[src/rtl/fnn_batch_scheduler.sv]
// Batch sequencer: runs num_samples inferences through the FNN core one at a time,
// compares each prediction with its label and accumulates processed/correct counts.
module fnn_batch_scheduler #(
   parameter int unsigned IDX_W   = 10,
   parameter int unsigned PRED_W  = 4,
   parameter int unsigned TIMEOUT = 4096,
   parameter int unsigned TO_W    = 16
) (
   input  logic              clk,
   input  logic              rst,
   input  logic              start,
   input  logic              abort,
   input  logic [IDX_W-1:0]  num_samples,
   output logic              fnn_start,
   output logic [IDX_W-1:0]  sample_idx,
   input  logic              fnn_done,
   input  logic [PRED_W-1:0] fnn_pred,
   output logic              label_rd,
   output logic [IDX_W-1:0]  label_addr,
   input  logic [PRED_W-1:0] label_data,
   output logic              busy,
   output logic              batch_done,
   output logic [IDX_W-1:0]  processed_cnt,
   output logic [IDX_W-1:0]  correct_cnt,
   output logic              timeout_err
);

   localparam logic [TO_W-1:0] TO_LAST = TO_W'(TIMEOUT - 1);

   typedef enum logic [2:0] {IDLE, LAUNCH, LABEL, WAIT, FINISH} state_t;

   state_t             state, state_nxt;
   logic [IDX_W-1:0]   num_q, num_nxt;
   logic [IDX_W-1:0]   idx, idx_nxt;
   logic [IDX_W-1:0]   sample_idx_nxt, processed_nxt, correct_nxt;
   logic [PRED_W-1:0]  label_reg, label_nxt;
   logic [TO_W-1:0]    to_cnt, to_nxt;
   logic               timeout_nxt;
   logic               fnn_start_nxt, busy_nxt, batch_done_nxt;
   logic               complete, hit;

   assign label_addr = sample_idx;

   // State and datapath registers; outputs are registered decodes of the next state.
   always_ff @(posedge clk or negedge rst) begin
      if (!rst) begin
         state         <= IDLE;
         num_q         <= '0;
         idx           <= '0;
         sample_idx    <= '0;
         label_reg     <= '0;
         to_cnt        <= '0;
         processed_cnt <= '0;
         correct_cnt   <= '0;
         timeout_err   <= 1'b0;
         fnn_start     <= 1'b0;
         label_rd      <= 1'b0;
         busy          <= 1'b0;
         batch_done    <= 1'b0;
      end else begin
         state         <= state_nxt;
         num_q         <= num_nxt;
         idx           <= idx_nxt;
         sample_idx    <= sample_idx_nxt;
         label_reg     <= label_nxt;
         to_cnt        <= to_nxt;
         processed_cnt <= processed_nxt;
         correct_cnt   <= correct_nxt;
         timeout_err   <= timeout_nxt;
         fnn_start     <= fnn_start_nxt;
         label_rd      <= fnn_start_nxt;
         busy          <= busy_nxt;
         batch_done    <= batch_done_nxt;
      end
   end

   // Next-state, sample completion and output decode.
   always_comb begin
      state_nxt      = state;
      num_nxt        = num_q;
      idx_nxt        = idx;
      sample_idx_nxt = sample_idx;
      label_nxt      = label_reg;
      to_nxt         = to_cnt;
      processed_nxt  = processed_cnt;
      correct_nxt    = correct_cnt;
      timeout_nxt    = timeout_err;
      complete       = 1'b0;
      hit            = 1'b0;

      unique case (state)
         IDLE: begin
            if (start) begin
               num_nxt       = num_samples;
               idx_nxt       = '0;
               processed_nxt = '0;
               correct_nxt   = '0;
               timeout_nxt   = 1'b0;
               state_nxt     = (num_samples == '0) ? FINISH : LAUNCH;
            end
         end
         LAUNCH: begin
            to_nxt    = '0;
            state_nxt = abort ? FINISH : LABEL;
         end
         LABEL: begin
            label_nxt = label_data;
            if (abort) begin
               state_nxt = FINISH;
            end else if (fnn_done) begin
               complete = 1'b1;
               hit      = (fnn_pred == label_data);
            end else begin
               state_nxt = WAIT;
            end
         end
         WAIT: begin
            to_nxt = to_cnt + TO_W'(1);
            if (abort) begin
               state_nxt = FINISH;
            end else if (fnn_done) begin
               complete = 1'b1;
               hit      = (fnn_pred == label_reg);
            end else if (to_cnt == TO_LAST) begin
               complete    = 1'b1;
               timeout_nxt = 1'b1;
            end
         end
         FINISH: state_nxt = IDLE;
         default: state_nxt = IDLE;
      endcase

      // A timed-out sample counts as processed but never as correct.
      if (complete) begin
         processed_nxt = processed_cnt + IDX_W'(1);
         if (hit) correct_nxt = correct_cnt + IDX_W'(1);
         if (idx == num_q - IDX_W'(1)) begin
            state_nxt = FINISH;
         end else begin
            idx_nxt   = idx + IDX_W'(1);
            state_nxt = LAUNCH;
         end
      end

      if (state_nxt == LAUNCH) sample_idx_nxt = idx_nxt;

      fnn_start_nxt  = (state_nxt == LAUNCH);
      busy_nxt       = (state_nxt == LAUNCH) || (state_nxt == LABEL) || (state_nxt == WAIT);
      batch_done_nxt = (state_nxt == FINISH);
   end

endmodule

[config.mk]
export PLATFORM = sky130hd
export DESIGN_NAME = fnn_batch_scheduler
export DESIGN_NICKNAME = d
export VERILOG_FILES = /design/src/rtl/fnn_batch_scheduler.sv
export SDC_FILE = /design/constraint.sdc
export NUM_CORES = 1
export LEC_CHECK = 0
export ABC_CLOCK_PERIOD_IN_PS = 2260
export CORE_MARGIN = 2
export CORE_UTILIZATION = 49
export DETAILED_ROUTE_END_ITERATION = 8
export PLACE_DENSITY = 0.86
export SKIP_CTS_REPAIR_TIMING = 1
export SLEW_MARGIN = 20
export SYNTH_ARGS = -nofsm -noshare
export SYNTH_HDL_FRONTEND = slang
export SYNTH_SLANG_ARGS = --single-unit
[constraint.sdc]
create_clock -name clk -period 2.26 [get_ports clk]
set_clock_uncertainty 0.2 [all_clocks]
set_input_delay 0.226 -clock clk [delete_from_list [all_inputs] [get_ports clk]]
set_output_delay 0.226 -clock clk [all_outputs]
set_load 0.02 [all_outputs]
==> summary.md <==
| Metric | Value |
|---|---|
| Status | complete, but fails checks |
| Failing checks | negative setup slack |
| Post-layout worst setup margin | -0.03729 ns |
| WS Path Type | register to register |
| Area of the multi-input gates | approximately 0.0021 mm2 |
| Num ports | a little under 70 |
| GPL Wtd Cong | 0.8727 |
| Die Area | 0.009336 mm2 |
| CP max FO | 8 |
| Vias in the first global route | 3684 |
| Fin. Hold Viols | 0 |
| Antenna-violating nets left | 0 |
| Fraction of registers with async set or reset after synthesis | 100.0% |
| Critical path capture point type | register |
| Most common cell after layout, fill and taps aside | dfrtp_1 |
| Synthesis warning total | 0 |
| Most used routing layer | met2 |
| Layout area overhead | 32.83% |
| Fmax | ~0.44 GHz |
| Design Area, Final | around 0.0056 mm2 |
| DR vias | ~3700 |
| Cell variety after synth | between 50 and 60 |
| Hold Path Class | input pin to async pin |
| Initial antenna violation count | 0 |
| DRC violations left | 0 |
| Initial Util | a little over 50% |
| Syn Nets | 458 |
| Die width | a little under 100 um |
| Routed wire per std cell | between 15 and 20 um |
| Seq. cell area | 0.001927 mm2 |
| Most frequent cells in the layout | 77 x dfrtp_1, 66 x clkdlybuf4s50_1, 63 x nand2_1 |
| Register area share after synthesis | between 40% and 50% |
| First-pass GRT wire length | ~17 mm |
| Syn avg cell area | a little under 10 um2 |
| Final nets | around 560 |
| CTS tree | done |
| Min cycle time layout | about 2.3 ns |
| RSZ-0062 raised after global routing | yes |
| Grt met1 use | 27.56% |
| Final Cycle Share | 101.6% |
| Worst endpoint required time | 2.31 ns |
| Mapped Cells | 430 |
| Die height | around 97 um |
| Critical Path, Cell by Cell | inv_2, ha_4, xor2_1, nand2_1, nor4b_4, o2111a_1, buf_6, nor3_2, a31o_1 |
| TritonRoute pass-1 iters | 7 |
| Cell taking the most area after synthesis | dfrtp_1 |
| Global Route met3 Usage | 3.829% |
| Std-Cell Core Area | 0.008258 mm2 |
| CTS sink count | 77 |
| GRT Util Overall | approximately 22% |
| CTS max path bufs | 2 |
| Worst hold slack | ~0.16 ns |
| Latest clock arrival within the worst-skew pair | 0.36 ns |
| Fill cells | about 630 |
| Post-synth EDFFs | 0 |
| Final WL | 10.18 mm |
| H-tree levels | 3 |
| Maxcap violations | 0 |
| CP max stage delay | 0.40 ns |
| Antenna cells | 0 |
| Via density | 5.688 |
| Ys flop type | dfrtp_1 |
| Pre-CTS WS | -0.2038 ns |
| Synth Cell Area | around 0.0042 mm2 |
| Root Buffer | clkbuf_8 |
| Gr ovfl total | 0 |
| Setup TNS | -0.2666 ns |
| Pleak | roughly 0.0025 uW |
| Top-area cell type share of the netlist area | between 40% and 50% |
| Synth area leaders | dfrtp_1 46%, nand2_1 5.6%, xnor2_1 4.4% |
| Worst EP arrival | between 2 and 2.5 ns |
| Largest net degree at the start of global routing | 42 |
| Post-DP HPWL | roughly 7.3 mm |
| Reg clk slew, reported paths | ~0.080 ns |
| Placed Instance Area | ~0.0052 mm2 |
| Port buffer count | 67 |
| FF+latch count, synth | slightly below 80 |
| Detailed Route Iter0 Violations | between 150 and 200 |
| Pins Over Slew Limit | 0 |
| Worst-Margin Slew | roughly 0.51 ns |
| Met2 Use GR | a little under two fifths |
| CTS buffer count | 9 |
| Max FFs per register | 16 |
| Slew HR | 65.76% |
| Final setup violation count | 12 |
| Reg with most FFs | to_cnt |
| # rows | 33 |
| Setup crit start kind | register |
| Share of layout cells above drive strength 1 | between 15 and 20% |
| Critical path's slowest cell | dfrtp_1 |
| PD cells | roughly 910 mW/mm2 |
| VDD IR max | between 0.4 and 0.5 mV |
==> metal layers <==
metal | wire length (um) | vias up
met5 | 0 | -
met4 | 216 | 0
met3 | 461 | 18
met2 | 5245 | 109
met1 | 4251 | 1815
li1 | - | 1727
==> stage by stage <==
step | std cells | total power [uW] | util [%]
3_3_place_gp | 623 | 3662 | 63.45
3_5_place_dp | 623 | 3743 | 63.45
4_1_cts | 639 | 4960 | 66.20
5_1_grt | 645 | 5347 | 67.62
2_1_floorplan | 430 | 2998 | -
6_report | 645 | 5059 | 67.62
==> synth_stat cells, drive strengths merged (2+ instances only) <==
master,number
mux2i,9
xnor2,21
xor2,12
nor2,27
nand2b,2
a211oi,2
buf,19
a31oi,4
mux2,5
nand2,64
dfrtp,77
and4,4
inv,13
and3,13
clkbuf,7
or3,3
nor3,13
nor2b,2
nand3b,3
ha,5
o31ai,4
nand4,6
a31o,8
o21bai,2
o21ai,25
nand3,22
and2,3
a21oi,15
a21o,10
o22ai,6
nor4b,3
nor4,8
==> cells by family (layout without fill, tap and decap cells) <==
logic type	after synthesis	in the layout	share of synthesized area, %
muxes	14	14	3.482
DFF	77	77	45.83
xor gates and xnor gates	33	33	6.875
adders and majority gates	5	5	1.488
buffers and inverters	39	149	5.030
and+or+nand+nor	176	176	22.68
AOI/OAI and AO/OA	86	86	14.61
==> layout make-up <==
cell class,instances,area share [%]
Tap cell,105,2.353
Clock inverter,3,1.210
Clock buffer,13,2.846
Inverter,13,0.8739
Timing Repair Buffer,120,20.01
Sequential cell,77,34.51
Multi-Input combinational cell,314,38.20
==> report_power, final <==
part | internal [uW] | leakage, uW | total (uW) | switching [uW]
registers | 1590 | 0.00104 | 1800 | 207
logic | 967 | 0.00133 | 2060 | 1090
clock network | 684 | 0.000110 | 1200 | 519
total | 3240 | 0.00249 | 5060 | 1820
==> critical path, delay by kind of cell, from the launching register on <==
family / cells / cell delay [ns]
buffers and inverters: 2 / 0.22
AND/OR/NAND/NOR: 3 / 0.50
AO/OA/AOI/OAI: 2 / 0.47
adder cells (fa/ha/maj): 1 / 0.26
flip-flops: 1 / 0.40
XOR/XNOR: 1 / 0.14
==> path summary, 6_finish.rpt <==
path / slack, ns / depth (start not counted) / to / startpoint
min reg2reg: 0.28 / 1 / correct_cnt[9] / correct_cnt[9]
min in group clk: 0.23 / 3 / num_q[2] / num_samples[2]
max reg2reg: -0.04 / 9 / label_addr[8] / num_q[1]
max in group asynchronous: 1.10 / 3 / processed_cnt[2] / rst
max: -0.04 / 9 / label_addr[8] / num_q[1]
min: 0.16 / 2 / label_rd / rst
Power figures use the tool's default switching activity.
